**src/rtl/mlaccel_pkg.sv**
```systemverilog
// Shared constants for the mlaccel memory arbiter: client encoding, bus widths, default latency.
package mlaccel_pkg;

    localparam logic CLIENT_HOST = 1'b0;
    localparam logic CLIENT_SEQ  = 1'b1;

    localparam int MLACCEL_ADDR_W  = 16;
    localparam int MLACCEL_RDATA_W = 64;
    localparam int MLACCEL_MEM_LAT = 2;

endpackage

```
**src/rtl/mlaccel_memarb_tagpipe.sv**
```systemverilog
// MEM_LAT-deep {valid, client} shift register tracking in-flight reads; the tail marks the response cycle.
// Latency MEM_LAT cycles from load to tail; no backpressure, shifts every cycle.
module mlaccel_memarb_tagpipe
    import mlaccel_pkg::*;
#(
    parameter int MEM_LAT = MLACCEL_MEM_LAT
) (
    input  logic clock,
    input  logic reset,
    input  logic load_valid,
    input  logic load_client,
    output logic tail_valid,
    output logic tail_client
);

    logic [MEM_LAT-1:0] stage_valid;
    logic [MEM_LAT-1:0] stage_client;

    always_ff @(posedge clock or posedge reset) begin
        if (reset) begin
            stage_valid  <= '0;
            stage_client <= '0;
        end else begin
            stage_valid[0]  <= load_valid;
            stage_client[0] <= load_client;
            for (int i = 1; i < MEM_LAT; i++) begin
                stage_valid[i]  <= stage_valid[i-1];
                stage_client[i] <= stage_client[i-1];
            end
        end
    end

    assign tail_valid  = stage_valid[MEM_LAT-1];
    assign tail_client = stage_client[MEM_LAT-1];

endmodule

```
**src/rtl/mlaccel_memarb.sv**
```systemverilog
// Two-client (host / sequencer) arbiter for the shared memory port; optional MLACCEL_MEMARB_RR_EN selects round-robin.
// Grant is combinational, read responses return MEM_LAT cycles after grant; no backpressure on responses.
module mlaccel_memarb
    import mlaccel_pkg::*;
#(
    parameter int MEM_LAT        = MLACCEL_MEM_LAT,
    parameter int HOST_BURST_MAX = 4
) (
    input  logic                       clock,
    input  logic                       reset,
    input  logic                       h_valid,
    output logic                       h_ready,
    input  logic [MLACCEL_ADDR_W-1:0]  h_addr,
    input  logic [1:0]                 h_wen,
    input  logic [15:0]                h_wdata,
    output logic                       h_rvalid,
    output logic [15:0]                h_rdata,
    input  logic                       s_valid,
    output logic                       s_ready,
    input  logic [MLACCEL_ADDR_W-1:0]  s_addr,
    output logic                       s_rvalid,
    output logic [31:0]                s_rdata,
    output logic [MLACCEL_ADDR_W-1:0]  mem_addr,
    output logic [1:0]                 mem_wen,
    output logic [15:0]                mem_wdata,
    input  logic [MLACCEL_RDATA_W-1:0] mem_rdata
);

    logic h_grant;
    logic s_grant;

`ifdef MLACCEL_MEMARB_RR_EN
    logic last_client;

    // On a collision the client that was not granted most recently wins.
    always_comb begin
        h_grant = !reset && h_valid && (!s_valid || last_client == CLIENT_SEQ);
        s_grant = !reset && s_valid && !h_grant;
    end

    always_ff @(posedge clock or posedge reset) begin
        if (reset)        last_client <= CLIENT_HOST;
        else if (h_grant) last_client <= CLIENT_HOST;
        else if (s_grant) last_client <= CLIENT_SEQ;
    end
`else
    localparam logic [2:0] BURST_LIM = 3'(HOST_BURST_MAX);
    logic [2:0] burst_cnt;

    // Host has priority until it has taken BURST_LIM grants in front of a waiting sequencer.
    always_comb begin
        h_grant = !reset && h_valid && !(s_valid && burst_cnt == BURST_LIM);
        s_grant = !reset && s_valid && !h_grant;
    end

    always_ff @(posedge clock or posedge reset) begin
        if (reset)                             burst_cnt <= '0;
        else if (!s_valid || s_grant)          burst_cnt <= '0;
        else if (h_grant && burst_cnt != BURST_LIM) burst_cnt <= burst_cnt + 3'd1;
    end
`endif

    assign h_ready = h_grant;
    assign s_ready = s_grant;

    always_comb begin
        mem_addr  = '0;
        mem_wen   = '0;
        mem_wdata = '0;
        if (h_grant) begin
            mem_addr  = h_addr;
            mem_wen   = h_wen;
            mem_wdata = h_wdata;
        end else if (s_grant) begin
            mem_addr  = s_addr;
        end
    end

    logic rd_grant;
    logic rd_client;
    logic tail_valid;
    logic tail_client;

    assign rd_grant  = (h_grant && h_wen == 2'b00) || s_grant;
    assign rd_client = s_grant ? CLIENT_SEQ : CLIENT_HOST;

    mlaccel_memarb_tagpipe #(.MEM_LAT(MEM_LAT)) u_tagpipe (
        .clock       (clock),
        .reset       (reset),
        .load_valid  (rd_grant),
        .load_client (rd_client),
        .tail_valid  (tail_valid),
        .tail_client (tail_client)
    );

    assign h_rvalid = tail_valid && tail_client == CLIENT_HOST;
    assign s_rvalid = tail_valid && tail_client == CLIENT_SEQ;
    assign h_rdata  = mem_rdata[15:0];
    assign s_rdata  = mem_rdata[31:0];

    logic rdata_hi_unused;
    assign rdata_hi_unused = ^mem_rdata[MLACCEL_RDATA_W-1:32];

endmodule
```
**config.mk**
```make
export PLATFORM = sky130hd
export DESIGN_NAME = mlaccel_memarb
export DESIGN_NICKNAME = d
export VERILOG_FILES = /design/src/rtl/mlaccel_pkg.sv /design/src/rtl/mlaccel_memarb_tagpipe.sv /design/src/rtl/mlaccel_memarb.sv
export SDC_FILE = /design/constraint.sdc
export NUM_CORES = 1
export LEC_CHECK = 0
export BUFFER_PORTS_ARGS = -buffer_cell sky130_fd_sc_hd__buf_2
export CAP_MARGIN = 20
export CORE_AREA = 2 2 80 82
export CTS_CLUSTER_DIAMETER = 100
export CTS_CLUSTER_SIZE = 14
export DETAILED_ROUTE_END_ITERATION = 10
export DIE_AREA = 0 0 82 84
export PLACE_DENSITY = 0.68
export SLEW_MARGIN = 20
export SYNTH_ARGS = -nofsm -noshare
export SYNTH_HDL_FRONTEND = slang
export SYNTH_HIERARCHICAL = 1
export SYNTH_SLANG_ARGS = --single-unit
export TNS_END_PERCENT = 1
```
**constraint.sdc**
```tcl
create_clock -name clock -period 1.85 [get_ports clock]
set_input_delay 0.0925 -clock clock [delete_from_list [all_inputs] [get_ports clock]]
set_output_delay 0.0925 -clock clock [all_outputs]
set_load 0.02 [all_outputs]
```
==> results.sh <==
export IMPL_status="finished, final reports clean"
export IMPL_root_buffer="clkbuf_8"
export IMPL_synth_area_top_cells="buf_4, dfrtp_1, and2_1, a22o_1, a22o_2"
export IMPL_synth_top_area_frac=0.3508
export IMPL_nets=286
export IMPL_syn_nets=238
export IMPL_grt_pass1_wl_um=3546
export IMPL_dieArea_um2=6888
export IMPL_syn_area_um2=1027
export IMPL_path_buf_inv=3
export IMPL_areaGrowthSynthToFinish_pct=25.09
export IMPL_wl_per_cell_um=9.215
export IMPL_worstPathMaxFanout=36
export IMPL_final_cells=242
export IMPL_p_leak_uw=0.0007456
export IMPL_min_period_ps=1784
export IMPL_slew_violations=0
export IMPL_start_util=0.1685
export IMPL_fp_coreArea_um2=6096
export IMPL_drt_iter0_markers=16
export IMPL_synth_cells=118
export IMPL_row_count=29
export IMPL_cts_tree="yes"
export IMPL_num_io_pins=204
export IMPL_portBuffers=91
export IMPL_avgSynthCellArea_um2=8.705
export IMPL_finish_instance_area_um2=1285
export IMPL_layout_common_cells="buf_2, and2_1, a22o_1"
export IMPL_htreeDepth=1
export IMPL_cp_cell_sequence="inv_2 > ha_4 > nand3_1 > and3_1 > buf_12 > a22o_2 > buf_2"
export IMPL_slowest_delay_ps=390
export IMPL_die_h_um=84
export IMPL_worst_ep_required_time_ps=1760
export IMPL_hp_class="input pin to flop"
export IMPL_cts_inserted_buffers=3
export IMPL_relSlewSlack=0.8728
export IMPL_die_w_um=82
export IMPL_drive_above_1_share=0.6727
export IMPL_grt_pass1_vias=817
export IMPL_endpoint_kind="output pin"
export IMPL_drc_errors=0
export IMPL_skew_ps=0.1196
export IMPL_cap_violations=0
export IMPL_dpl_instance_area_um2=1202
export IMPL_final_common_cell="buf_2"
export IMPL_grt_max_degree=37
export IMPL_critPathLaunchType="flop"
export IMPL_vdd_drop_max_mv=0.1180
export IMPL_finalWirelength_um=2230
export IMPL_drt_pass1_iterations=2
export IMPL_gp_congestion=0.6016
export IMPL_postRouteAntennaNets=0
export IMPL_cts_sinks=7
export IMPL_yosys_warnings=6
export IMPL_synth_top_area_cell="buf_4"
export IMPL_dr_total_vias=902
export IMPL_fillers=668
export IMPL_powerDensity_nw_per_um2=473.1
export IMPL_placed_cells=235
export IMPL_cp_slowest_cell="dfrtp_1"
export IMPL_hold_viol=0
export IMPL_regArea_um2=175.2
export IMPL_clockBufferDepth=2
export IMPL_multi_input_area_um2=432.9
export IMPL_seq_area_frac_synth=0.1705
export IMPL_final_util=0.2108
export IMPL_clk_latency_ps=230
export IMPL_worst_pin_slew_ps=190.6
export IMPL_ys_seq_elements=7
export IMPL_period_share=0.9643
export IMPL_antenna_found_initial=0
export IMPL_via_per_inst=3.727
export IMPL_finalHoldWorstSlack_ps=155.5
export IMPL_clk_pin_slew_worst_paths_ps=40
export IMPL_n_antenna_cell=0
export IMPL_track_usage=0.06502
export IMPL_critPathTopFamily="buffers and inverters"
export IMPL_fmax_mhz=560.5
export IMPL_cp_arrival_ps=1690
export IMPL_hpwl_um=1813
export IMPL_setup_viol=0
export IMPL_grt_overflow=0
export IMPL_yosys_cell_types_count=21
export IMPL_criticalPathCategory="flop to output pin"
export IMPL_fin_setup_tns_ps=0
==> registers in the layout, summed over array words and instances, names as in the netlist <==
register / flops
u_tagpipe/stage_valid: 2
burst_cnt: 3
u_tagpipe/stage_client: 2
==> synthesized netlist by cell type <==
master and instances:
a21boi_0 3, a21boi_4 1, a21o_2 1, a22o_1 10, a22o_2 6, and2_1 19
and3_1 1, buf_4 48, buf_6 5, dfrtp_1 7, ha_1 2, inv_1 3
inv_2 1, nand2_1 2, nand3_1 3, nand4b_1 1, nor2_1 1, nor2b_1 1
nor3b_1 1, nor3b_4 1, o21ai_0 1
==> worst paths after layout <==
| path | slack (ps) | start | to | cells past startpoint |
|---|---|---|---|---|
| min in group asynchronous | 350 | reset | burst_cnt[2] | 3 |
| worst max-delay path | 70 | burst_cnt[0] | mem_addr[1] | 7 |
| worst min register to register | 340 | u_tagpipe/stage_client[0] | u_tagpipe/stage_client[1] | 0 |
| worst min-delay path | 160 | s_valid | burst_cnt[0] | 2 |
| max in group asynchronous | 1350 | reset | u_tagpipe/stage_valid[1] | 3 |
| worst max register to register | 470 | burst_cnt[0] | u_tagpipe/stage_valid[0] | 6 |
==> metal layers <==
layer | global-route usage | up-vias | part of all wire
li1 | - | 438 | -
met4 | 0.04697 | 0 | 0.039
met5 | 0 | - | 0
met1 | 0.07012 | 394 | 0.36
met3 | 0.02165 | 12 | 0.12
met2 | 0.1035 | 58 | 0.48
==> cell families after synthesis <==
group / count (synthesis) / synth area share
buffers and inverters: 57 / 0.4202
and+or+nand+nor: 30 / 0.1876
AOI/OAI and AO/OA: 22 / 0.1973
DFF: 7 / 0.1705
adders and majority gates: 2 / 0.02436
==> per-stage QoR <==
step | power (µW) | worst slack (ps)
finish | 607.9 | 66.00
global route | 646.8 | -0.9733
CTS | 617.3 | 1.339
detailed placement | 390.7 | 206.0
global placement | 386.8 | 220.1
floorplan | 442.4 | 237.5
==> what timing repair did <==
action,4_1_cts,5_1_grt
resized for setup,2,2
setup endpoints to repair,14,26
setup buffers,0,2
hold endpoints to repair,7,0
hold buffers,1,0
==> power by group <==
part           internal, µW  switching (µW)
sequential              160            2.64
combinational           113             118
clock                   149            65.0
==> final cells by class <==
class,count,area share
Timing Repair Buffer,96,0.4051
Multi-Input combinational cell,54,0.3369
Sequential cell,7,0.1363
Tap cell,77,0.07498
Clock buffer,4,0.03505
Inverter,4,0.01168
No activity file was read; power rests on OpenSTA's default activity.
